===== src/rtl/lobster_dbus_arbiter_pkg.sv =====
// Shared types for the lobster data-bus arbiter.
// Requester ids, state encoding and round-robin helper.
package lobster_dbus_pkg;

    localparam int DBUS_NREQ = 3;

    localparam logic [1:0] DBUS_REQ_FETCH = 2'd0;
    localparam logic [1:0] DBUS_REQ_LOAD  = 2'd1;
    localparam logic [1:0] DBUS_REQ_STORE = 2'd2;

    typedef enum logic {
        DBUS_IDLE,
        DBUS_BUSY
    } dbus_state_e;

    function automatic logic [1:0] dbus_next_id(input logic [1:0] id);
        return (id == DBUS_REQ_STORE) ? DBUS_REQ_FETCH : id + 2'd1;
    endfunction

endpackage


===== src/rtl/lobster_dbus_arbiter_if.sv =====
// Requester and SRAM-side signal bundle of the data-bus arbiter.
// slave = arbiter view, master = CPU/SRAM view.
interface lobster_dbus_arbiter_if #(
    parameter int ADDR_WIDTH = 36,
    parameter int DATA_WIDTH = 64
);
    logic [2:0]              req_valid;
    logic [2:0]              req_ready;
    logic [2:0]              req_we;
    logic [3*ADDR_WIDTH-1:0] req_addr;
    logic [3*DATA_WIDTH-1:0] req_wdata;
    logic [2:0]              resp_valid;
    logic                    resp_err;
    logic [DATA_WIDTH-1:0]   resp_rdata;
    logic                    mem_ce;
    logic                    mem_we;
    logic [ADDR_WIDTH-1:0]   mem_addr;
    logic [DATA_WIDTH-1:0]   mem_wdata;
    logic [DATA_WIDTH-1:0]   mem_rdata;
    logic                    mem_rdy;
    logic                    busy;

    modport slave (
        input  req_valid, req_we, req_addr, req_wdata,
        input  mem_rdata, mem_rdy,
        output req_ready, resp_valid, resp_err, resp_rdata,
        output mem_ce, mem_we, mem_addr, mem_wdata, busy
    );

    modport master (
        output req_valid, req_we, req_addr, req_wdata,
        output mem_rdata, mem_rdy,
        input  req_ready, resp_valid, resp_err, resp_rdata,
        input  mem_ce, mem_we, mem_addr, mem_wdata, busy
    );

endinterface


===== src/rtl/lobster_dbus_arbiter_rr_pick3.sv =====
// Combinational 3-way round-robin picker.
// Searches upward from ptr_i, wrapping 2 -> 0.
module lobster_rr_pick3
    import lobster_dbus_pkg::*;
(
    input  logic [2:0] req_i,
    input  logic [1:0] ptr_i,
    output logic [2:0] gnt_o,
    output logic [1:0] idx_o,
    output logic       any_o
);

    logic [1:0] c0;
    logic [1:0] c1;
    logic [1:0] c2;

    always_comb begin
        c0 = (ptr_i == 2'd3) ? DBUS_REQ_FETCH : ptr_i;
        c1 = dbus_next_id(c0);
        c2 = dbus_next_id(c1);
        if (req_i[c0])      idx_o = c0;
        else if (req_i[c1]) idx_o = c1;
        else                idx_o = c2;
        any_o = |req_i;
        gnt_o = any_o ? (3'b001 << idx_o) : 3'b000;
    end

endmodule


===== src/rtl/lobster_dbus_arbiter.sv =====
// Single-outstanding sequencer for the CPU's SRAM port.
// Round-robin over fetch/load/store with rdy handshake and timeout.
module lobster_dbus_arbiter
    import lobster_dbus_pkg::*;
#(
    parameter int ADDR_WIDTH = 36,
    parameter int DATA_WIDTH = 64,
    parameter int TIMEOUT    = 255
) (
    input  logic                  clk,
    input  logic                  rst,
    lobster_dbus_arbiter_if.slave bus
);

    localparam int TW = (TIMEOUT < 2) ? 1 : $clog2(TIMEOUT);
    localparam logic [TW-1:0] TLAST = TW'(TIMEOUT - 1);

    dbus_state_e           state_q;
    logic [1:0]            rr_ptr_q;
    logic [1:0]            gid_q;
    logic [TW-1:0]         timer_q;
    logic                  mem_ce_q;
    logic                  mem_we_q;
    logic [ADDR_WIDTH-1:0] mem_addr_q;
    logic [DATA_WIDTH-1:0] mem_wdata_q;
    logic [2:0]            resp_valid_q;
    logic                  resp_err_q;
    logic [DATA_WIDTH-1:0] resp_rdata_q;

    logic [2:0] gnt;
    logic [1:0] gidx;
    logic       gany;

    lobster_rr_pick3 u_pick (
        .req_i (bus.req_valid),
        .ptr_i (rr_ptr_q),
        .gnt_o (gnt),
        .idx_o (gidx),
        .any_o (gany)
    );

    assign bus.req_ready  = (state_q == DBUS_IDLE && !rst) ? gnt : 3'b000;
    assign bus.mem_ce     = mem_ce_q;
    assign bus.mem_we     = mem_we_q;
    assign bus.mem_addr   = mem_addr_q;
    assign bus.mem_wdata  = mem_wdata_q;
    assign bus.resp_valid = resp_valid_q;
    assign bus.resp_err   = resp_err_q;
    assign bus.resp_rdata = resp_rdata_q;
    assign bus.busy       = (state_q == DBUS_BUSY);

    always_ff @(posedge clk) begin
        if (rst) begin
            state_q      <= DBUS_IDLE;
            rr_ptr_q     <= DBUS_REQ_FETCH;
            gid_q        <= DBUS_REQ_FETCH;
            timer_q      <= '0;
            mem_ce_q     <= 1'b0;
            mem_we_q     <= 1'b0;
            mem_addr_q   <= '0;
            mem_wdata_q  <= '0;
            resp_valid_q <= 3'b000;
            resp_err_q   <= 1'b0;
            resp_rdata_q <= '0;
        end else begin
            resp_valid_q <= 3'b000;
            resp_err_q   <= 1'b0;
            resp_rdata_q <= '0;
            unique case (state_q)
                DBUS_IDLE: begin
                    if (gany) begin
                        gid_q       <= gidx;
                        rr_ptr_q    <= dbus_next_id(gidx);
                        timer_q     <= '0;
                        mem_ce_q    <= 1'b1;
                        mem_we_q    <= (gidx == DBUS_REQ_FETCH) ? 1'b0
                                                                : bus.req_we[gidx];
                        mem_addr_q  <= bus.req_addr[int'(gidx)*ADDR_WIDTH +: ADDR_WIDTH];
                        mem_wdata_q <= bus.req_wdata[int'(gidx)*DATA_WIDTH +: DATA_WIDTH];
                        state_q     <= DBUS_BUSY;
                    end
                end
                DBUS_BUSY: begin
                    timer_q <= timer_q + TW'(1);
                    // rdy takes precedence over a coincident timeout
                    if (bus.mem_rdy) begin
                        resp_valid_q <= 3'b001 << gid_q;
                        resp_rdata_q <= mem_we_q ? '0 : bus.mem_rdata;
                        mem_ce_q     <= 1'b0;
                        mem_we_q     <= 1'b0;
                        state_q      <= DBUS_IDLE;
                    end else if (timer_q == TLAST) begin
                        resp_valid_q <= 3'b001 << gid_q;
                        resp_err_q   <= 1'b1;
                        mem_ce_q     <= 1'b0;
                        mem_we_q     <= 1'b0;
                        state_q      <= DBUS_IDLE;
                    end
                end
                default: state_q <= DBUS_IDLE;
            endcase
        end
    end

endmodule


===== src/flat_wrapper.sv =====
// flat-port wrapper written by rule: the top's interface ports become plain ports
module lobster_dbus_arbiter_flat import lobster_dbus_pkg::*;
#(
    parameter int ADDR_WIDTH = 36,
    parameter int DATA_WIDTH = 64,
    parameter int TIMEOUT    = 255
)
  (clk, rst, bus_req_valid, bus_req_we, bus_req_addr, bus_req_wdata, bus_mem_rdata, bus_mem_rdy, bus_req_ready, bus_resp_valid, bus_resp_err, bus_resp_rdata, bus_mem_ce, bus_mem_we, bus_mem_addr, bus_mem_wdata, bus_busy);
  lobster_dbus_arbiter_if #(.ADDR_WIDTH(ADDR_WIDTH), .DATA_WIDTH(DATA_WIDTH)) bus_i ();
  input  logic clk;
  input  logic rst;
  input wire logic [$bits(bus_i.req_valid)-1:0] bus_req_valid;
  input wire logic [$bits(bus_i.req_we)-1:0] bus_req_we;
  input wire logic [$bits(bus_i.req_addr)-1:0] bus_req_addr;
  input wire logic [$bits(bus_i.req_wdata)-1:0] bus_req_wdata;
  input wire logic [$bits(bus_i.mem_rdata)-1:0] bus_mem_rdata;
  input wire logic [$bits(bus_i.mem_rdy)-1:0] bus_mem_rdy;
  output wire logic [$bits(bus_i.req_ready)-1:0] bus_req_ready;
  output wire logic [$bits(bus_i.resp_valid)-1:0] bus_resp_valid;
  output wire logic [$bits(bus_i.resp_err)-1:0] bus_resp_err;
  output wire logic [$bits(bus_i.resp_rdata)-1:0] bus_resp_rdata;
  output wire logic [$bits(bus_i.mem_ce)-1:0] bus_mem_ce;
  output wire logic [$bits(bus_i.mem_we)-1:0] bus_mem_we;
  output wire logic [$bits(bus_i.mem_addr)-1:0] bus_mem_addr;
  output wire logic [$bits(bus_i.mem_wdata)-1:0] bus_mem_wdata;
  output wire logic [$bits(bus_i.busy)-1:0] bus_busy;
  assign bus_i.req_valid = bus_req_valid;
  assign bus_i.req_we = bus_req_we;
  assign bus_i.req_addr = bus_req_addr;
  assign bus_i.req_wdata = bus_req_wdata;
  assign bus_i.mem_rdata = bus_mem_rdata;
  assign bus_i.mem_rdy = bus_mem_rdy;
  assign bus_req_ready = bus_i.req_ready;
  assign bus_resp_valid = bus_i.resp_valid;
  assign bus_resp_err = bus_i.resp_err;
  assign bus_resp_rdata = bus_i.resp_rdata;
  assign bus_mem_ce = bus_i.mem_ce;
  assign bus_mem_we = bus_i.mem_we;
  assign bus_mem_addr = bus_i.mem_addr;
  assign bus_mem_wdata = bus_i.mem_wdata;
  assign bus_busy = bus_i.busy;
  lobster_dbus_arbiter #(.ADDR_WIDTH(ADDR_WIDTH), .DATA_WIDTH(DATA_WIDTH), .TIMEOUT(TIMEOUT)) u_core (.clk(clk), .rst(rst), .bus(bus_i));
endmodule

===== config.mk =====
export PLATFORM = sky130hd
export DESIGN_NAME = lobster_dbus_arbiter_flat
export DESIGN_NICKNAME = d
export VERILOG_FILES = /design/src/rtl/lobster_dbus_arbiter_pkg.sv /design/src/rtl/lobster_dbus_arbiter_if.sv /design/src/rtl/lobster_dbus_arbiter_rr_pick3.sv /design/src/rtl/lobster_dbus_arbiter.sv /design/src/flat_wrapper.sv
export SDC_FILE = /design/constraint.sdc
export NUM_CORES = 1
export LEC_CHECK = 0
export ABC_AREA = 1
export CAP_MARGIN = 15
export CORE_AREA = 5 5 211 213
export CTS_CLUSTER_SIZE = 20
export DETAILED_ROUTE_END_ITERATION = 7
export DIE_AREA = 0 0 216 218
export SYNTH_ARGS = -nofsm -noshare
export SYNTH_HDL_FRONTEND = slang
export SYNTH_SLANG_ARGS = --single-unit

===== constraint.sdc =====
create_clock -name clk -period 2.5 [get_ports clk]
set_input_delay 0.5 -clock clk [delete_from_list [all_inputs] [get_ports clk]]
set_output_delay 0.5 -clock clk [all_outputs]
set_load 0.005 [all_outputs]

Word-level counts from Yosys, hierarchy flattened
Cells that the tools add are included.
{"block": "word_totals", "in_bits": 373, "wordCells": 71, "out_inout_bits": 174, "reg_bits": 183}
{"block": "op_classes", "n_addsub": 4, "n_shift": 4, "mux": 30, "bitwise_logic": 2, "magnitude_cmp": 3, "n_eq_ne": 7, "reduce_logical": 9, "n_mul": 1}
{"cell": "$shiftx A192 B9 Y64", "count": 1}
{"cell": "$shiftx A108 B32 Y36", "count": 1}
{"cell": "$pmux W8 S2", "count": 1}
{"cell": "$mux W1", "count": 12}
{"cell": "$mux W2", "count": 6}
{"cell": "$mux W3", "count": 4}
{"cell": "$lt A2 B3 Y1 const B", "count": 3}
{"cell": "$add A8 B1 Y8 const B", "count": 1}
{"cell": "$eq A2 B2 Y1 const B", "count": 4}
{"cell": "$eq A8 B8 Y1 const B", "count": 1}
{"cell": "$mux W8", "count": 1}
{"cell": "$add A2 B1 Y2 const B", "count": 3}
{"cell": "$bmux W1 S2", "count": 3}
{"cell": "$mul A2 B4 Y6 const B", "count": 1}
{"cell": "$pmux W1 S2", "count": 3}
{"cell": "$reduce_or A3 Y1", "count": 2}
{"cell": "$shl A1 B2 Y3 const A", "count": 2}
{"cell": "$reduce_and A2 Y1", "count": 2}
{"cell": "$reduce_or A4 Y1", "count": 1}
{"cell": "$ne A3 B3 Y1 const B", "count": 1}
{"cell": "$logic_not A2 Y1", "count": 1}
{"cell": "$ne A2 B1 Y1 const B", "count": 1}
{"cell": "$not A1 Y1", "count": 2}
{"cell": "$reduce_or A2 Y1", "count": 1}
{"cell": "2 further kinds", "count": 2}

Depth between registers and ports, before layout
{"block": "depth", "ltp_word": 13, "depth_mapped": 15, "mapped_depth_nobuf": 14}

Modules after synthesis
Synthesis repeated with hierarchy kept, for this count alone.
{"block": "hier_totals", "cells_unflattened": 1342, "hier_area_um2": 8672.1}
{"module": "lobster_dbus_arbiter", "cells_per_inst": 1299, "seq_area_each_um2": 3663.5, "n_inst": 1, "area_per_inst_um2": 8421.8}
{"module": "lobster_rr_pick3", "cells_per_inst": 43, "seq_area_each_um2": 0.0, "n_inst": 1, "area_per_inst_um2": 250.2}

Worst setup path before layout
Ideal clock, no wire load.
{"block": "synth_timing", "path_type": "flip-flop to output port", "startpoint": "register u_core.rr_ptr_q[0]", "endpoint": "output port bus_req_ready[1]", "path_stages_with_launch": 13, "t_arrival_ps": 1645, "path_slack_ps": 355, "cell_sequence": "dfxtp_1 inv_1 ha_1 inv_1 nand2_1 nand3_1 nand2_1 nand3_4 nand2_2 buf_4 buf_4 nand3_1 nor2_1"}
{"block": "synth_between", "elab_chain_len": 11, "word_cells_on_any_way": 17, "classes_between": "2 x add/sub; 3 x eq/ne; 1 x shift; 11 x mux"}
{"element": "start, declared", "line": "lobster_dbus_arbiter.sv:19", "rtl": "logic [1:0] rr_ptr_q;"}
{"element": "start signal, assigned", "line": "lobster_dbus_arbiter.sv:73", "rtl": "rr_ptr_q <= dbus_next_id(gidx);"}
{"element": "$eq A2 B2 Y1", "line": "lobster_dbus_arbiter_rr_pick3.sv:18", "rtl": "c0 = (ptr_i == 2'd3) ? DBUS_REQ_FETCH : ptr_i;"}
{"element": "$mux W2 (*)", "line": "lobster_dbus_arbiter_rr_pick3.sv:18"}
{"element": "$add A2 B1 Y2 or $eq A2 B2 Y1 (tied branches)", "line": "lobster_dbus_arbiter_pkg.sv:17", "rtl": "return (id == DBUS_REQ_STORE) ? DBUS_REQ_FETCH : id + 2'd1;"}
{"element": "$mux W2", "line": "lobster_dbus_arbiter_pkg.sv:17"}
{"element": "$add A2 B1 Y2, or another cell as far along", "line": "lobster_dbus_arbiter_pkg.sv:17"}
{"element": "$mux W2 or $mux W1 (tied branches)", "line": "lobster_dbus_arbiter_pkg.sv:17, lobster_dbus_arbiter_rr_pick3.sv:22"}
{"element": "$mux W2", "line": "lobster_dbus_arbiter_rr_pick3.sv:22", "rtl": "else if (req_i[c1]) idx_o = c1;"}
{"element": "$mux W2 (*)", "line": "lobster_dbus_arbiter_rr_pick3.sv:21", "rtl": "if (req_i[c0]) idx_o = c0;"}
{"element": "$shl A1 B2 Y3 (*)", "line": "lobster_dbus_arbiter_rr_pick3.sv:25", "rtl": "gnt_o = any_o ? (3'b001 << idx_o) : 3'b000;"}
{"element": "$mux W3 (*)", "line": "lobster_dbus_arbiter_rr_pick3.sv:25"}
{"element": "$mux W3 (*)", "line": "lobster_dbus_arbiter.sv:42", "rtl": "assign bus.req_ready = (state_q == DBUS_IDLE && !rst) ? gnt : 3'b000;"}
{"element": "end, declared", "line": "flat_wrapper.sv:18", "rtl": "output wire logic [$bits(bus_i.req_ready)-1:0] bus_req_ready;"}
Every way passes the cells marked *; elsewhere a longest branch is shown, timed or not. The select of a mux whose other input is x is not followed.

Final worst setup path
{"block": "layout_timing", "startpoint": "input port bus_req_valid[2]", "endpoint": "output port bus_req_ready[2]"}
{"block": "layout_between", "elab_chain_len": 7, "word_cells_on_any_way": 10, "classes_between": "1 x shift; 8 x mux; 1 x reduce/logical"}
{"element": "start, declared", "line": "flat_wrapper.sv:12", "rtl": "input wire logic [$bits(bus_i.req_valid)-1:0] bus_req_valid;"}
{"element": "$bmux W1 S2", "line": "lobster_dbus_arbiter_rr_pick3.sv:22"}
{"element": "$mux W1 (not written as such)", "line": "lobster_dbus_arbiter_rr_pick3.sv:22"}
{"element": "$mux W2", "line": "lobster_dbus_arbiter_rr_pick3.sv:22"}
{"element": "$mux W2", "line": "lobster_dbus_arbiter_rr_pick3.sv:21"}
{"element": "$shl A1 B2 Y3", "line": "lobster_dbus_arbiter_rr_pick3.sv:25"}
{"element": "$mux W3 (*)", "line": "lobster_dbus_arbiter_rr_pick3.sv:25"}
{"element": "$mux W3 (*)", "line": "lobster_dbus_arbiter.sv:42"}
Marks and branches as above.

==> impl_metrics.ini <==
[status]
status = complete, no violations

[power]
seqPwrFrac_pct = 26.5
p_total_uw = 14550
p_sw_uw = 6291
sw_frac_of_total_pct = 43.24
pwr-share-comb_pct = 54.3
p_leak_uw = 0.007478
p_int_uw = 8257
ir_worst_vdd_uv = 543.9
pwr-share-clk_pct = 19.2
p_per_area_nw_per_um2 = 895.6

[detailed_routing]
drc = 0
first_pass_iters = 6
wl_um = 41330
antenna_left = 0
dr.first_iter.drc_count = 851
avgViaCountPerCell = 4.410
vias = 11040
wire_per_inst_um = 16.51

[worst_setup_path]
crit_type = primary input to primary output
worst_path_largest_cell_delay_ns = 0.52
crit_path_cell_trace = clkdlybuf4s50_1 -> nor3_1 -> buf_4 -> nor2_4 -> inv_2 -> nor2_1 -> inv_1 -> nor3_4 -> buf_2
crit_path_end_kind = primary output
regToRegStartpoint = u_core.rr_ptr_q[0]
crit_buf_inv = 5
required_ns = 2.00
cp.arrival_ns = 1.96
worst_setup_path_start_kind = primary input
crit_family = buffers and inverters
crit_fanout = 5
cp-startpoint = bus_req_valid[2]
slowest_stage = clkdlybuf4s50_1

[timing]
setup_viol = 0
slew_headroom_pct = 37.05
rsz0062_at_grt = yes
setup_ws_ns = 0.03787
fmax_mhz = 406.2
tightest_slew_ns = 0.9443
post-route-min-period_ns = 2.462
period_share_pct = 98.49
slew_viol_final = 0
hold_viol = 0
fin_hold_ws_ns = 0.4792
finClkSkew_ns = 0.02703

[layout]
stdcell_area_um2 = 16240
multi_input_area_um2 = 4395
drive_gt1_share_pct = 5.473
nets = 2320
synthToLayoutAreaGrowth_pct = 71.08
instances_no_fill = 2504
seq_area_um2 = 3671
final.fill_count = 4455

[synth]
synth_most_common_cell = inv_1
synth_cells = 1447
synth_nets = 1825
ys_warn_count = 0
synth.largest_area_cell = dfxtp_1
synth_top_area_share_pct = 38.58
synth_top_cells_by_count = 287 x inv_1, 263 x nand2_1, 210 x nand3_1
synthArstFlopShare_pct = 0
synth-main-ff-cell = dfxtp_1
syn_area_um2 = 9495
syn_avg_cell_area_um2 = 6.562
synth-edff-count = 0
ys_ff_latch = 183
yosysUniqueCellTypes = 29
ys_seq_area_share_pct = 38.58
synth_area_leaders = dfxtp_1 39%, inv_1 11%, nand3_1 11%, nand2_1 10%, nand3b_1 7.4%

[clocking]
cts_tree = yes
clockBufferDepth = 2
clock_latency_ns = 0.50
cts.clk_slew.worst_paths_ns = 0.07
cts_root_buf = clkbuf_16
numCtsBuffers = 17
h-tree-depth = 4
clock-sinks = 183

[global_route]
grt_pass1_wl_um = 62260
grt_pass1_vias = 11000
grt_max_degree = 118
grt-ovfl-total = 0
antenna_found_initial = 3
grt_use_total_pct = 16.85

[placed_design]
dp.cells = 2468
dp_slack_ns = -0.3782
routabilityCongestion = 0.8287
port_buffers = 546
place_area_um2 = 15520
hpwl_um = 30040

[floorplanning]
num_rows = 76
die_h_um = 218
start_util_pct = 22.34
die_x_um = 216
fp.dieArea_um2 = 47090
io-pin-count = 547
core_area_um2 = 42510

[job]
maxCapViolCount = 0

[min_path]
hp-class = flip-flop to flip-flop
hold_start = u_core.timer_q[7]
[through the flow]
| stage | setup TNS [ns] | utilization [%] |
|---|---|---|
| floorplan | 0 | - |
| global placement | -12.10 | 36.52 |
| detailed placement | -17.48 | 36.52 |
| CTS | -0.04400 | 38.18 |
| global route | -0.2263 | 38.22 |
| finish | 0 | 38.22 |
[path summary, 6_finish.rpt]
path	endpoint	slack (ns)	cells after the start
hold / removal	u_core.timer_q[7]	0.48	1
hold reg to reg	u_core.timer_q[7]	0.48	1
setup reg to reg	u_core.bus.mem_addr[0]	0.14	13
setup / recovery	bus_req_ready[2]	0.04	9
[power groups by stage]
stage	Combinational, uW	Sequential (uW)	Clock (uW)
finish	7910	3850	2790
global route	8720	3920	3010
CTS	7970	3850	2910
detailed placement	7790	3890	0
global placement	7750	3880	0
floorplan	4330	3910	0
[metal layers]
layer  routed length, um  vias up  global-route usage (%)  share of wire [%]
met2               19750      429                   27.63                 48
met1               16620     5041                   19.45                 40
met3                3702       65                   6.706                9.0
met4                1260        0                   7.568                3.0
met5                   0        -                       0                  0
li1                    -     5507                       -                  -
[sequential cells by signal, summed over array words and instances (netlist names)]
| register | flops |
|---|---|
| u_core.bus.mem_wdata | 64 |
| u_core.bus.resp_rdata | 64 |
| u_core.bus.mem_addr | 36 |
| u_core.timer_q | 8 |
| u_core.bus.resp_valid | 3 |
| u_core.gid_q | 2 |
| u_core.rr_ptr_q | 2 |
| u_core.bus.busy | 1 |
| u_core.bus.mem_ce | 1 |
| u_core.bus.mem_we | 1 |
| u_core.bus.resp_err | 1 |
[kinds of logic after synthesis]
family	Yosys count	share of synthesized area (%)
adder cells (fa/ha/maj)	5	0.6588
AO/OA/AOI/OAI	208	11.13
buffers and inverters	394	16.62
AND/OR/NAND/NOR	657	33.01
flip-flops	183	38.58
[placed cells by master (no fill, tap or decap), types with 23 or more instances in the layout]
cell type,n
clkdlybuf4s50_1,542
inv_1,284
nand2_1,249
nand3_1,207
dfxtp_1,181
o21ai_0,101
a21oi_1,100
nand3b_1,94
nor2_1,74
buf_4,23
[layout make-up]
| cell class | instances | area share (%) |
|---|---|---|
| Antenna cell | 3 | 0.04621 |
| Clock inverter | 14 | 0.8935 |
| Clock buffer | 18 | 2.704 |
| Inverter | 291 | 6.763 |
| Multi-Input combinational cell | 870 | 27.06 |
| Sequential cell | 183 | 22.60 |
| Timing Repair Buffer | 579 | 35.73 |
| Tap cell | 546 | 4.206 |
[what timing repair did]
| action | CTS | global route |
|---|---|---|
| pin swaps | 14 | 7 |
| gates resized for setup | 49 | 2 |
| setup buffers | 1 | 0 |
| hold buffers | 0 | 0 |
| hold endpoints to repair | 0 | 0 |
| endpoints found under the setup margin | 4 | 24 |
No activity file was read; power rests on OpenSTA's default activity.
